`src/rtl/imem_dmem_arbiter.sv`:
```
// Two-requester arbiter that shares one req/gnt/rvalid memory port between fetch and the LSU.
// Data wins by default; fetch is forced through after STARVE_LIMIT lost cycles. Responses are routed in order via an ID FIFO.
module imem_dmem_arbiter #(
    parameter int MAX_OUTSTANDING = 2,
    parameter int STARVE_LIMIT    = 4
) (
    input  logic        clk,
    input  logic        rstn,
    input  logic        instr_req_i,
    input  logic [31:0] instr_addr_i,
    input  logic        instr_flush_i,
    output logic        instr_gnt_o,
    output logic        instr_rvalid_o,
    output logic [31:0] instr_rdata_o,
    output logic        instr_err_o,
    input  logic        data_req_i,
    input  logic        data_we_i,
    input  logic [3:0]  data_be_i,
    input  logic [31:0] data_addr_i,
    input  logic [31:0] data_wdata_i,
    output logic        data_gnt_o,
    output logic        data_rvalid_o,
    output logic [31:0] data_rdata_o,
    output logic        data_err_o,
    output logic        mem_req_o,
    output logic        mem_we_o,
    output logic [3:0]  mem_be_o,
    output logic [31:0] mem_addr_o,
    output logic [31:0] mem_wdata_o,
    input  logic        mem_gnt_i,
    input  logic        mem_rvalid_i,
    input  logic [31:0] mem_rdata_i,
    input  logic        mem_err_i
);

    typedef enum logic {
        OWN_INSTR = 1'b0,
        OWN_DATA  = 1'b1
    } owner_e;

    localparam int PTR_W = (MAX_OUTSTANDING > 1) ? $clog2(MAX_OUTSTANDING) : 1;
    localparam int CNT_W = $clog2(MAX_OUTSTANDING + 1);
    localparam int STV_W = $clog2(STARVE_LIMIT + 1);

    owner_e             fifo_id   [MAX_OUTSTANDING];
    logic               fifo_drop [MAX_OUTSTANDING];
    logic [PTR_W-1:0]   wr_ptr;
    logic [PTR_W-1:0]   rd_ptr;
    logic [CNT_W-1:0]   count;
    logic               lock_q;
    owner_e             lock_owner_q;
    logic [STV_W-1:0]   starve_cnt;

    logic   sel_valid;
    owner_e sel_owner;
    logic   fifo_full;
    logic   fifo_empty;
    logic   handshake;
    logic   pop;
    owner_e head_id;
    logic   head_drop;

    function automatic logic [PTR_W-1:0] ptr_inc(input logic [PTR_W-1:0] p);
        return (p == PTR_W'(MAX_OUTSTANDING - 1)) ? '0 : p + PTR_W'(1);
    endfunction

    // NOTE: every always_comb output gets a default first so no path leaves it unassigned (no latch).
    always_comb begin
        sel_valid = 1'b0;
        sel_owner = OWN_DATA;
        if (lock_q) begin
            sel_valid = 1'b1;
            sel_owner = lock_owner_q;
        end else if (starve_cnt == STV_W'(STARVE_LIMIT) && instr_req_i) begin
            sel_valid = 1'b1;
            sel_owner = OWN_INSTR;
        end else if (data_req_i) begin
            sel_valid = 1'b1;
            sel_owner = OWN_DATA;
        end else if (instr_req_i) begin
            sel_valid = 1'b1;
            sel_owner = OWN_INSTR;
        end
    end

    // Full is taken from registered occupancy only; a same-cycle pop does not free a slot.
    assign fifo_full  = (count == CNT_W'(MAX_OUTSTANDING));
    assign fifo_empty = (count == '0);

    assign mem_req_o   = rstn & sel_valid & ~fifo_full;
    assign handshake   = mem_req_o & mem_gnt_i;
    assign instr_gnt_o = handshake & (sel_owner == OWN_INSTR);
    assign data_gnt_o  = handshake & (sel_owner == OWN_DATA);

    assign mem_we_o    = (sel_owner == OWN_DATA) ? data_we_i    : 1'b0;
    assign mem_be_o    = (sel_owner == OWN_DATA) ? data_be_i    : 4'hF;
    assign mem_addr_o  = (sel_owner == OWN_DATA) ? data_addr_i  : instr_addr_i;
    assign mem_wdata_o = (sel_owner == OWN_DATA) ? data_wdata_i : 32'h0;

    assign head_id   = fifo_id[rd_ptr];
    assign head_drop = fifo_drop[rd_ptr];
    assign pop       = mem_rvalid_i & ~fifo_empty;

    assign instr_rvalid_o = pop & (head_id == OWN_INSTR) & ~head_drop;
    assign data_rvalid_o  = pop & (head_id == OWN_DATA);
    assign instr_rdata_o  = mem_rdata_i;
    assign data_rdata_o   = mem_rdata_i;
    assign instr_err_o    = mem_err_i;
    assign data_err_o     = mem_err_i;

    // NOTE: sequential state is updated with non-blocking assignments only, so every flop sees pre-edge values.
    always_ff @(posedge clk or negedge rstn) begin
        if (!rstn) begin
            wr_ptr       <= '0;
            rd_ptr       <= '0;
            count        <= '0;
            lock_q       <= 1'b0;
            lock_owner_q <= OWN_INSTR;
            starve_cnt   <= '0;
            for (int i = 0; i < MAX_OUTSTANDING; i++) begin
                fifo_id[i]   <= OWN_INSTR;
                fifo_drop[i] <= 1'b0;
            end
        end else begin
            if (handshake) wr_ptr <= ptr_inc(wr_ptr);
            if (pop)       rd_ptr <= ptr_inc(rd_ptr);

            case ({handshake, pop})
                2'b10:   count <= count + CNT_W'(1);
                2'b01:   count <= count - CNT_W'(1);
                default: count <= count;
            endcase

            // A flush marks queued fetches; the push below overrides its own slot with the same rule.
            if (instr_flush_i) begin
                for (int i = 0; i < MAX_OUTSTANDING; i++) begin
                    if (fifo_id[i] == OWN_INSTR) fifo_drop[i] <= 1'b1;
                end
            end
            if (handshake) begin
                fifo_id[wr_ptr]   <= sel_owner;
                fifo_drop[wr_ptr] <= (sel_owner == OWN_INSTR) & instr_flush_i;
            end

            if (mem_req_o && !mem_gnt_i) begin
                lock_q       <= 1'b1;
                lock_owner_q <= sel_owner;
            end else if (handshake) begin
                lock_q <= 1'b0;
            end

            if (instr_req_i && !instr_gnt_o) begin
                if (starve_cnt != STV_W'(STARVE_LIMIT)) starve_cnt <= starve_cnt + STV_W'(1);
            end else begin
                starve_cnt <= '0;
            end
        end
    end

`ifndef SYNTHESIS
    a_rvalid_with_outstanding: assert property (@(posedge clk) disable iff (!rstn)
        mem_rvalid_i |-> !fifo_empty);
    a_instr_stable_while_locked: assert property (@(posedge clk) disable iff (!rstn)
        (lock_q && lock_owner_q == OWN_INSTR) |-> $stable(instr_addr_i));
    a_data_stable_while_locked: assert property (@(posedge clk) disable iff (!rstn)
        (lock_q && lock_owner_q == OWN_DATA) |->
            $stable({data_we_i, data_be_i, data_addr_i, data_wdata_i}));
`endif

endmodule

```
`config.mk`:
```
export PLATFORM = sky130hd
export DESIGN_NAME = imem_dmem_arbiter
export DESIGN_NICKNAME = d
export VERILOG_FILES = /design/src/rtl/imem_dmem_arbiter.sv
export SDC_FILE = /design/constraint.sdc
export NUM_CORES = 1
export LEC_CHECK = 0
export CAP_MARGIN = 25
export CORE_AREA = 2 2 110 112
export CTS_BUF_LIST = sky130_fd_sc_hd__clkbuf_8
export DETAILED_ROUTE_END_ITERATION = 10
export DIE_AREA = 0 0 112 114
export MAX_ROUTING_LAYER = met4
export PLACE_DENSITY_LB_ADDON = 0.3
export SETUP_SLACK_MARGIN = 0.5
export SLEW_MARGIN = 20
export SYNTH_ARGS = -nofsm -noshare
export SYNTH_HDL_FRONTEND = slang
export SYNTH_SLANG_ARGS = --single-unit
```
`constraint.sdc`:
```
create_clock -name clk -period 1.8 [get_ports clk]
set_input_delay 0.18 -clock clk [delete_from_list [all_inputs] [get_ports clk]]
set_output_delay 0.18 -clock clk [all_outputs]
set_load 0.1 [all_outputs]
```
==> results of run 1 <==
layer usage:
metal / wire length (um) / global-route usage, % / part of all wire (%) / up-vias
li1: - / - / - / 938
met1: 3490 / 14.5 / 37 / 934
met2: 4980 / 23.8 / 53 / 160
met3: 969 / 4.89 / 10 / 4
met4: 34 / 1.46 / 0.36 / 0
met5: 0 / - / 0 / -
Yosys cell counts:
cell type	count	share of area, %
a211oi_2	1	0.67
a211oi_1	2	0.80
nor3_1	1	0.27
nand4b_1	1	0.47
nand2b_1	5	1.7
inv_2	1	0.20
xnor2_1	5	2.3
and2_1	36	12
ha_1	3	2.0
a2111o_1	1	0.60
mux2_2	19	11
nand4_1	1	0.34
nand2_1	4	0.80
and3_1	2	0.67
a211o_1	1	0.47
or3_1	1	0.34
dfrtp_1	13	17
a21oi_1	3	0.80
inv_1	7	1.4
buf_6	2	1.2
mux2i_1	5	2.7
a221oi_1	1	0.47
xor2_1	1	0.47
o21ai_0	2	0.54
a21bo_2	1	0.54
clkbuf_1	3	0.60
nor2_1	7	1.4
buf_4	67	27
nand3b_1	1	0.40
mux2_1	14	8.5
nor2b_1	1	0.34
and4b_1	1	0.54
buf_2	2	0.54
timing repair:
item                       CTS  global route
hold buffers                 0             0
setup endpoints to repair   86            86
resized for setup           23            15
hold endpoints to repair     0             0
pin swaps                    3             3
buffers inserted             6             7
gates cloned                 2             8
report_power, final:
group	switching [mW]	internal [mW]
clock	0.102	0.150
sequential	0.152	0.429
combinational	5.01	3.78
cell families after synthesis:
| logic type | after synthesis | synth area share [%] |
|---|---|---|
| buffers and inverters | 82 | 30.9 |
| and+or+nand+nor | 61 | 19.3 |
| muxes | 38 | 22.6 |
| DFF | 13 | 17.4 |
| AOI/OAI and AO/OA | 12 | 4.90 |
| xor gates and xnor gates | 6 | 2.82 |
| adders and majority gates | 3 | 2.01 |
placed cells by master, fill, tap and decap left out, types with 2 or more instances in the layout:
cell / count
and2_1: 2
nor2_2: 2
inv_1: 6
xnor2_2: 3
xnor2_1: 2
buf_16: 2
clkbuf_8: 3
dfrtp_1: 9
mux2i_1: 4
nor2_4: 4
buf_4: 19
nand2_1: 3
ha_4: 2
inv_2: 2
nand2b_4: 4
a21oi_1: 2
buf_6: 10
and3_4: 2
mux2_4: 32
dfrtp_2: 4
buf_12: 78
clkbuf_16: 5
clkdlybuf4s50_1: 106
and2_4: 33
a211oi_2: 2
layout make-up:
class	instances	area [um^2]
Multi-Input combinational cell	120	1370
Fill cell	1100	6670
Inverter	8	35.0
Clock inverter	1	3.75
Tap cell	147	184
Timing Repair Buffer	222	3080
Clock buffer	3	41.3
Sequential cell	13	330
critical path, stage by stage (launching register included):
cell and delay [ns]:
dfrtp_1 0.39, inv_2 0.08, ha_4 0.14, nand2_4 0.06
a211oi_4 0.28, buf_6 0.17, clkbuf_16 0.17, mux2_4 0.32
buf_12 0.17
flip-flops by register name, indices dropped and copies added, names as in the netlist:
name and cells:
fifo_drop 2, rd_ptr 1, count 2, lock_owner_q 1
fifo_id 2, wr_ptr 1, lock_q 1, starve_cnt 3
metrics by stage:
step / setup TNS [ns] / instances / util [%] / power, mW
floorplan: -1.17 / 215 / - / 6.37
finish: -25.99 / 514 / 43.1 / 9.62
detailed placement: -15.58 / 487 / 38.8 / 8.42
global route: -32.38 / 514 / 43.1 / 9.96
CTS: -22.86 / 499 / 40.7 / 9.13
global placement: -12.30 / 487 / 38.8 / 8.39
worst max-delay path by stage:
| stage | start | endpoint | slack, ns | cells after the start |
|---|---|---|---|---|
| final | starve_cnt[0]$_DFFE_PN0P_ | mem_addr_o[24] | -0.41 | 8 |
| after global placement | instr_req_i | mem_addr_o[31] | -0.29 | 6 |
| after floorplan | starve_cnt[1]$_DFFE_PN0P_ | mem_addr_o[17] | -0.06 | 7 |
| after global routing | starve_cnt[1]$_DFFE_PN0P_ | mem_addr_o[24] | -0.50 | 8 |
| after CTS | starve_cnt[0]$_DFFE_PN0P_ | mem_addr_o[7] | -0.39 | 8 |
| after detailed placement | instr_req_i | mem_addr_o[1] | -0.34 | 6 |
==> impl_results.md, run 1 <==
- Maximum VDD drop: approximately 950 uV
- Final layout net count: slightly above 500
- Placer Congestion: ~0.77
- Max-slew violations: 0
- Count of cell types in the netlist: 33
- Post-detailed-route count of antenna-violating nets: 0
- PortBufs: approximately 180
- Reg2reg end: lock_owner_q$_DFFE_PN0P_
- CTS H-tree lvls: 1
- Total CTS buffers: 3
- Max-slew headroom: between 80% and 90%
- R2R Setup Slk: -0.12 ns
- Placed cell area: between 4000 and 5000 um^2
- Core Area: ~12000 um^2
- First-pass GRT wire length: between 10000 and 15000 um
- Die Ht: 114 um
- Reg2Reg Depth: 8
- Total routing usage reported by global routing: a little over an eighth
- CTS Buffer Depth: 2
- CTS tree: yes
- Routed Wire Length: 9470 um
- Pre-CTS WS: -0.343 ns
- Syn Nets: 359
- I/O Pins: approximately 280
- Setup crit end kind: output port
- Routed length per instance: approximately 18 um
- Crit start category: register
- Synth-to-layout area growth: 170%
- RSZ-0062 raised after global routing: true
- Die Wd: about 110 um
- Clk root buf: clkbuf_8
- Critical path data required time: about 1.6 ns
- Transition time at the pin with the least slew margin: 0.257 ns
- FMAX: 452 MHz
- Status: finished, violations left
- TritonRoute pass-1 iters: 4
- Hold WS: 0.290 ns
- Setup-failing EPs final: 72
- Via count: ~2000
- Worst-path maximum fanout: 8
- Initial antenna violation count: 0
- #FFs+latches synth: 13
- Drt drc: 0
- DR iter-0 viols: 50
- Synth Instances: 215
- Critical path arrival: a little over 2 ns
- Post-route setup slack: -0.410 ns
- Period Utilization, post-route: 123%
- Worst min path class: input pin to asynchronous set/reset pin
- # diodes: 0
- Cell Area, Synth: roughly 1900 um^2
- Final instance area: slightly above 5000 um^2
- Worst-path clk slew: around 0.060 ns
- Clock Latency Late Sink: approximately 0.24 ns
- Worst Skew: about 0.0012 ns
- Pin count of the biggest net entering global routing: 40
- Initial core utilization: between 10% and 20%
- Post-DP HPWL: roughly 7000 um
- CTS sink cnt: 13
- Failing checks: negative setup slack
- Max-cap viol count: 0
- Share of cells above drive strength 1: around 61%
- Row cnt: 40
- Grt total ovfl: 0
- Final min period: approximately 2.2 ns
- Power Density: between 1500 and 2000 nW/um^2
- Leak pwr: roughly 2.2 nW
- WS Path Type: register to output port
- Final hold violations: 0
- DR vias/cell: a little under 4
- Die area: 12800 um^2
- Worst r2r src: starve_cnt[0]$_DFFE_PN0P_
- Sequential share of the synthesized area: roughly 17%
- Vias in the first global route: 2189
- Yosys warning count: 0
- Syn Area/Cell: between 8 and 9 um^2
Power figures use the tool's default switching activity.
==> run 2, diff against run 1 <==
--- a/config.mk
+++ b/config.mk
@@ -5,11 +5,12 @@
 export SDC_FILE = /design/constraint.sdc
 export NUM_CORES = 1
 export LEC_CHECK = 0
+export ABC_AREA = 1
 export CAP_MARGIN = 25
-export CORE_AREA = 2 2 110 112
+export CORE_AREA = 5 5 106 108
 export CTS_BUF_LIST = sky130_fd_sc_hd__clkbuf_8
 export DETAILED_ROUTE_END_ITERATION = 10
-export DIE_AREA = 0 0 112 114
+export DIE_AREA = 0 0 111 113
 export MAX_ROUTING_LAYER = met4
 export PLACE_DENSITY_LB_ADDON = 0.3
 export SETUP_SLACK_MARGIN = 0.5
==> constraint.sdc (replaced) <==
create_clock -name clk -period 2.12 [get_ports clk]
set_input_delay 0.212 -clock clk [delete_from_list [all_inputs] [get_ports clk]]
set_output_delay 0.212 -clock clk [all_outputs]
set_load 0.1 [all_outputs]
==> run 2 against run 1 <==
Compared with the run above:
- the flow now finishes without violations
- sequential power decreased by 18%
- sequential cell count did not move
- via count increased by 17%
- setup slack better by 0.58 ns
- final area up 2.1%
- power up 2.5%
- first-iteration DRC count rose by 110%
- global-route usage increased by 0.17 points
- sequential share of layout area decreased by 0.21 points
- critical path depth rose by 2
- clock power fell by 15%
- synthesized area is 5.0% higher
- critical path type unchanged
==> impl_results.md, run 2 <==
- Routed Wire Length: 8520 um (was 9470 um)
- Syn Area/Cell: 5.85 um^2 (was 8.68 um^2)
- Synth top cells by count: nand2_1, buf_4, inv_1 (was buf_4, and2_1, mux2_2)
- Biggest register: starve_cnt (unchanged)
- Max-cap viol count: 0 (unchanged)
- Total CTS buffers: 3 (unchanged)
- Share of cells above drive strength 1: 44.9% (was 61.0%)
- Synth Instances: 335 (was 215)
- CTS tree: yes (unchanged)
- TritonRoute pass-1 iters: 4 (unchanged)
- Setup TNS: 0 ns (was -25.99 ns)
- Die Wd: 111 um (was 112 um)
- DR WL met2: 4420 um (was 4980 um)
- Setup-failing EPs final: 0 (was 72)
- Worst-path maximum fanout: 13 (was 8)
- Post-Synth XOR/XNOR Area: 1.79% (was 2.82%)
- Inst Count DP: 585 (was 487)
- First-pass GRT wire length: 13200 um (was 12900 um)
- WS Path Type: register to output port (unchanged)
- CTS Buffer Depth: 2 (unchanged)
- RSZ-0062 raised after global routing: true (unchanged)
- Worst min path class: input pin to asynchronous set/reset pin (unchanged)
- Max FFs per register: 3 (unchanged)
- Setup crit end kind: output port (unchanged)
- Post-synth ARST share: 100% (unchanged)
- I/O Pins: 281 (unchanged)
- Final min period: 1.95 ns
- Syn Nets: 479 (was 359)
- Max-slew headroom: 86.7% (was 82.7%)
- Placer Congestion: 0.824 (was 0.768)
- Largest family of logic cells by synthesized area: buffers and inverters (unchanged)
- Final core occ: 50.8% (was 43.1%)
- Crit start category: register (unchanged)
- Worst-path clk slew: 0.05 ns (was 0.06 ns)
- Compound-Gate Fraction of Synth Area: 4.35% (was 4.90%)
- PortBufs: 181 (unchanged)
- Reg2reg end: count[1]$_DFFE_PN0P_ (was lock_owner_q$_DFFE_PN0P_)
- Post-synthesis mux area share: 0.511% (was 22.6%)
- Yosys warning count: 0 (unchanged)
- R2R Setup Slk: 0.62 ns (was -0.12 ns)
- # diodes: 0 (unchanged)
- M1 WL: 3160 um (was 3490 um)
- Simple-gate share of the synthesized area: 35.0% (was 19.3%)
- Post-DP HPWL: 7090 um (was 7030 um)
- Maximum VDD drop: 1140 uV (was 952 uV)
- Largest cells by area after synthesis: buf_4, nand2_1, dfrtp_1, inv_1, nor2_1 (was buf_4, dfrtp_1, and2_1, mux2_2, mux2_1)
- Clk root buf: clkbuf_8 (unchanged)
- DR iter-0 viols: 106 (was 50)
- Hold WS: 0.307 ns (was 0.290 ns)
- Sequential cell area: 327 um^2 (was 330 um^2)
- CTS H-tree lvls: 1 (unchanged)
- Adder-cell area share of the yosys netlist: 1.92% (was 2.01%)
- Die area: 12500 um^2 (was 12800 um^2)
- Critical path arrival: 1.74 ns (was 2.03 ns)
- Period Utilization, post-route: between 90% and 100%
- Clock Latency Late Sink: 0.24 ns (about the same)
- Die Ht: 113 um (was 114 um)
- Tot Pwr: 9.87 mW (was 9.62 mW)
- Worst r2r src: count[1]$_DFFE_PN0P_ (was starve_cnt[0]$_DFFE_PN0P_)
- Largest area contributor in the netlist: buf_4 (unchanged)
- Critical path data required time: 1.91 ns (was 1.62 ns)
- Initial antenna violation count: 0 (unchanged)
- Status: finished, final reports clean (was finished, violations left)
- Count of cell types in the netlist: 24 (was 33)
- Routed length per instance: 14.1 um (was 18.4 um)
- Primary FF master, synth: dfrtp_1 (unchanged)
- Routed wl met3: 787 um (was 969 um)
- #FFs+latches synth: 13 (unchanged)
- Leak pwr: 2.36 nW (was 2.22 nW)
- Reg2Reg Depth: 6 (was 8)
- Most frequent cell after synthesis: nand2_1 (was buf_4)
- Vias in the first global route: 2554 (was 2189)
- Via count: 2376 (was 2036)
- Max-slew violations: 0 (unchanged)
- Post-detailed-route count of antenna-violating nets: 0 (unchanged)
- Drt drc: 0 (unchanged)
- Core Area: 10100 um^2 (was 11700 um^2)
- Filler Cells Inserted: 911 (was 1100)
- Row cnt: 37 (was 40)
- Worst Skew: 0.000615 ns (was 0.00121 ns)
- Sequential share of the synthesized area: 16.6% (was 17.4%)
- Power Density: 1920 nW/um^2 (was 1910 nW/um^2)
- Total routing usage reported by global routing: 13.4% (was 13.2%)
- Most common cell after layout, fill and taps aside: clkdlybuf4s50_1 (unchanged)
- Top Metal Used: met4 (unchanged)
- Multi-input logic area: 1470 um^2 (was 1370 um^2)
- CTS sink cnt: 13 (unchanged)
- Cts hold-fix bufs: 0 (unchanged)
- Final layout net count: 615 (was 512)
- Synth-to-layout area growth: 163% (was 170%)
- FMAX: 514 MHz
- Cell Area, Synth: 1960 um^2 (was 1870 um^2)
- Pin count of the biggest net entering global routing: 27 (was 40)
- Non-filler cells, final: 606 (was 514)
- Transition time at the pin with the least slew margin: 0.195 ns (was 0.257 ns)
- Yosys top cell area share: 26.5% (was 27.0%)
- Most frequent cells in the layout: clkdlybuf4s50_1, buf_12, nand2_1 (was clkdlybuf4s50_1, buf_12, and2_4)
- Grt total ovfl: 0 (unchanged)
- Initial core utilization: 19.3% (was 15.9%)
- Final hold violations: 0 (unchanged)
- Post-synth EDFFs: 0 (unchanged)
- DR vias/cell: 3.92 (was 3.96)
-- run 2: metal layers --
metal,up-vias,GRT usage [%]
met5,-,-
met4,0,3.86
li1,1169,-
met1,1034,14.3
met2,154,23.2
met3,19,5.08
-- run 2: cells by family (layout without fill, tap and decap cells) --
logic type,count (synthesis),after routing
simple gates,173,173
buf+inv,128,263
compound gates,13,13
flops,13,13
xor+xnor,4,4
fa+ha+maj,3,3
mux,1,1
-- run 2: layout make-up --
class / instances / share of cell area, %
clock buffer: 3 / 0.802
clock inverter: 1 / 0.0729
inverter: 51 / 3.89
multi-input combinational: 194 / 28.6
sequential: 13 / 6.34
tap: 136 / 3.30
timing repair buffer: 208 / 57.0
-- run 2: timing repair --
item | in CTS | in global routing
gates resized for setup | 23 | 15
setup endpoints to repair | 71 | 75
pin swaps | 6 | 3
buffers inserted | 13 | 2
cloned | 1 | 1
-- run 2: how the worst max path moves through the flow --
stage,start,to,slack [ns],cells past startpoint
2_1_floorplan,rd_ptr$_DFFE_PN0P_,instr_rvalid_o,0.39,3
3_3_place_gp,instr_req_i,mem_addr_o[17],0.14,8
3_5_place_dp,instr_req_i,mem_addr_o[17],0.15,8
4_1_cts,starve_cnt[1]$_DFFE_PN0P_,mem_addr_o[15],0.18,11
5_1_grt,starve_cnt[0]$_DFFE_PN0P_,mem_addr_o[17],0.1,11
6_report,starve_cnt[0]$_DFFE_PN0P_,mem_addr_o[21],0.17,10
-- run 2: where the power goes --
group          leakage (nW)  total (mW)  switching [mW]  internal (mW)
Combinational          2.18        9.17            5.76           3.41
Sequential            0.155       0.478           0.110          0.368
Clock                0.0269       0.215          0.0872          0.128
Total                  2.36        9.87            5.96           3.91
-- run 2: critical path, cell delays in order, from the launching register on --
cell and delay (ns):
dfrtp_1 0.36, inv_2 0.06, ha_4 0.16, nand2_4 0.06, nand3_4 0.08, nand2_4 0.10
buf_4 0.16, clkbuf_16 0.17, nand2_1 0.09, nand2_4 0.08, buf_12 0.16
-- run 2: stage by stage --
step	worst slack, ns	cell area, um^2
after floorplan	0.395	2560
after global placement	0.144	4760
after detailed placement	0.154	4760
after CTS	0.176	5060
after global routing	0.0991	5150
final	0.173	5150
==> run 3, diff against run 2 <==
--- a/config.mk
+++ b/config.mk
@@ -5,7 +5,7 @@
 export SDC_FILE = /design/constraint.sdc
 export NUM_CORES = 1
 export LEC_CHECK = 0
-export ABC_AREA = 1
+export ABC_AREA = 0
 export CAP_MARGIN = 25
 export CORE_AREA = 5 5 106 108
 export CTS_BUF_LIST = sky130_fd_sc_hd__clkbuf_8
==> run 3 against run 2 <==
Compared with the run above:
- the flow now finishes with violations (negative setup slack)
- first-iteration DRC count down 40%
- critical path depth down 1
- setup slack worse by 0.31 ns
==> impl_results.md, run 3 (synthesis results as in run 1) <==
- Max stage delay on crit path: 0.39 ns (was 0.36 ns)
- Max-slew violations: 0 (unchanged)
- Most common cell after layout, fill and taps aside: clkdlybuf4s50_1 (unchanged)
- Final hold violations: 0 (unchanged)
- Final min period: 2.25 ns (was 1.95 ns)
- Multi-input logic area: 1300 um^2 (was 1470 um^2)
- Worst min path class: input pin to asynchronous set/reset pin (unchanged)
- Max-slew headroom: 80.2% (was 86.7%)
- Initial antenna violation count: 0 (unchanged)
- Setup-failing EPs final: 67 (was 0)
- Biggest register: starve_cnt (unchanged)
- Placer Congestion: 0.771 (was 0.824)
- CTS sink cnt: 13 (unchanged)
- Buffers and inverters on the worst path: 5 (was 4)
- Power Density: 1610 nW/um^2 (was 1920 nW/um^2)
- Share of cells above drive strength 1: 54.8% (was 44.9%)
- Maximum VDD drop: 716 uV (was 1140 uV)
- DR iter-0 viols: 64 (was 106)
- Sequential cell area: 327 um^2 (unchanged)
- PortBufs: 181 (unchanged)
- Filler Cells Inserted: 903 (was 911)
- Worst-path maximum fanout: 5 (was 13)
- Row cnt: 37 (unchanged)
- Pin count of the biggest net entering global routing: 40 (was 27)
- I/O Pins: 281 (unchanged)
- WS Path Type: register to output port (unchanged)
- Placed cell area: 4420 um^2 (was 4760 um^2)
- Worst path slowest cell: dfrtp_1 (unchanged)
- Transition time at the pin with the least slew margin: 0.289 ns (was 0.195 ns)
- CTS H-tree lvls: 1 (unchanged)
- Core Area: 10100 um^2 (unchanged)
- Top delay family on crit path: buffers and inverters (unchanged)
- Post-DP HPWL: 6940 um (was 7090 um)
- Leak pwr: 2.10 nW (was 2.36 nW)
- Total CTS buffers: 3 (unchanged)
- CTS tree: yes (unchanged)
- Final instance area: 4740 um^2 (was 5150 um^2)
- Most frequent CP cell: buf_12 (was nand2_4)
- Routed length per instance: 16.6 um (was 14.1 um)
- First-pass GRT wire length: 12100 um (was 13200 um)
- FMAX: 444 MHz (was 514 MHz)
- Crit-path cells: inv_2 -> ha_4 -> nand2_4 -> a211oi_4 -> buf_4 -> buf_6 -> buf_12 -> mux2_4 -> buf_12 (was inv_2 -> ha_4 -> nand2_4 -> nand3_4 -> nand2_4 -> buf_4 -> clkbuf_16 -> nand2_1 -> nand2_4 -> buf_12)
- Via count: 1948 (was 2376)
- Routed Wire Length: 8090 um (was 8520 um)
- RSZ-0062 raised after global routing: true (unchanged)
- Clk root buf: clkbuf_8 (unchanged)
- Max-cap viol count: 0 (unchanged)
- Total routing usage reported by global routing: 12.6% (was 13.4%)
- Synth-to-layout area growth: 154% (was 163%)
- Drt drc: 0 (unchanged)
- Period Utilization, post-route: 106% (was 91.8%)
- Clock Latency Late Sink: 0.24 ns (about the same)
- TritonRoute pass-1 iters: 4 (unchanged)
- Die Wd: 111 um (unchanged)
- Initial core utilization: 18.4% (was 19.3%)
- Worst Skew: 0.00146 ns (was 0.000615 ns)
- Failing checks: negative setup slack
- Setup crit end kind: output port (unchanged)
- Critical path arrival: 2.04 ns (was 1.74 ns)
- Most frequent cells in the layout: clkdlybuf4s50_1, buf_12, and2_4 (was clkdlybuf4s50_1, buf_12, nand2_1)
- Status: finished, violations left (was finished, final reports clean)
- Grt total ovfl: 0 (unchanged)
- Worst-path clk slew: 0.06 ns (was 0.05 ns)
- Critical path data required time: 1.91 ns (about the same)
- Crit start category: register (unchanged)
- Die area: 12500 um^2 (unchanged)
- Tot Pwr: 7.62 mW (was 9.87 mW)
- Vias in the first global route: 2145 (was 2554)
- Final layout net count: 497 (was 615)
- Die Ht: 113 um (unchanged)
- # diodes: 0 (unchanged)
- CTS Buffer Depth: 2 (unchanged)
- Max FFs per register: 3 (unchanged)
- Post-detailed-route count of antenna-violating nets: 0 (unchanged)
- DR vias/cell: 3.99 (was 3.92)
- Post-route setup slack: -0.134 ns (was 0.173 ns)
run 3: cell count changes in the layout (fill, tap and decap cells not counted), sizes merged, moves of 3 or more:
cell,delta
nand2,-118
a211oi,+3
nor2,-38
mux2,+33
nand2b,+5
o21ai,-6
mux2i,+4
or2,-4
and2,+36
inv,-42
run 3: cell type report:
cell class              count  share of cell area, %
clock buffers               3                  0.871
inverters                   8                  0.686
well taps                 136                   3.59
clock inverters             1                 0.0792
flip-flops and latches     13                   6.89
repair buffers            207                   60.4
multi-input cells         120                   27.4
run 3: final timing paths:
path / from / end / slack (ns) / cells after the start
max in group asynchronous: rstn / lock_q$_DFFE_PN0P_ / 1.61 / 2
max: starve_cnt[0]$_DFFE_PN0P_ / mem_addr_o[20] / -0.13 / 9
min: rstn / count[0]$_DFFE_PN0P_ / 0.32 / 2
min in group clk: mem_rdata_i[21] / data_rdata_o[21] / 0.42 / 0
max reg2reg: starve_cnt[0]$_DFFE_PN0P_ / lock_owner_q$_DFFE_PN0P_ / 0.35 / 7
min reg2reg: wr_ptr$_DFFE_PN0N_ / wr_ptr$_DFFE_PN0N_ / 0.52 / 1
run 3: repair_timing:
action / CTS / global route
pin swaps: 6 / 3
setup buffers: 13 / 1
cloned: 3 / 0
resized for setup: 23 / 4
hold buffers: 0 / 0
setup endpoints to repair: 80 / 79
run 3: layer usage:
layer	routed length (um)	GRT usage (%)	vias to the layer above
met5	0	-	-
met1	2730	12.0	866
met4	76	2.87	0
li1	-	-	918
met3	889	5.40	15
met2	4390	23.6	149
run 3: report_power, final:
group	internal, mW	total [mW]	switching [mW]
combinational	2.87	6.94	4.07
sequential	0.358	0.462	0.104
clock	0.128	0.218	0.0904
run 3: through the flow:
stage                     util [%]  setup TNS (ns)  std cells  hold slack [ns]  setup WS [ns]
after detailed placement      43.6          -0.266        467            0.425        -0.0389
after global routing          46.8          -11.23        488            0.340         -0.234
final                         46.8           -5.05        488            0.320         -0.134
after global placement        43.6         -0.0509        467            0.425        -0.0119
after CTS                     46.6           -5.46        487            0.323         -0.152
after floorplan                  -               0        215          -0.0836          0.229
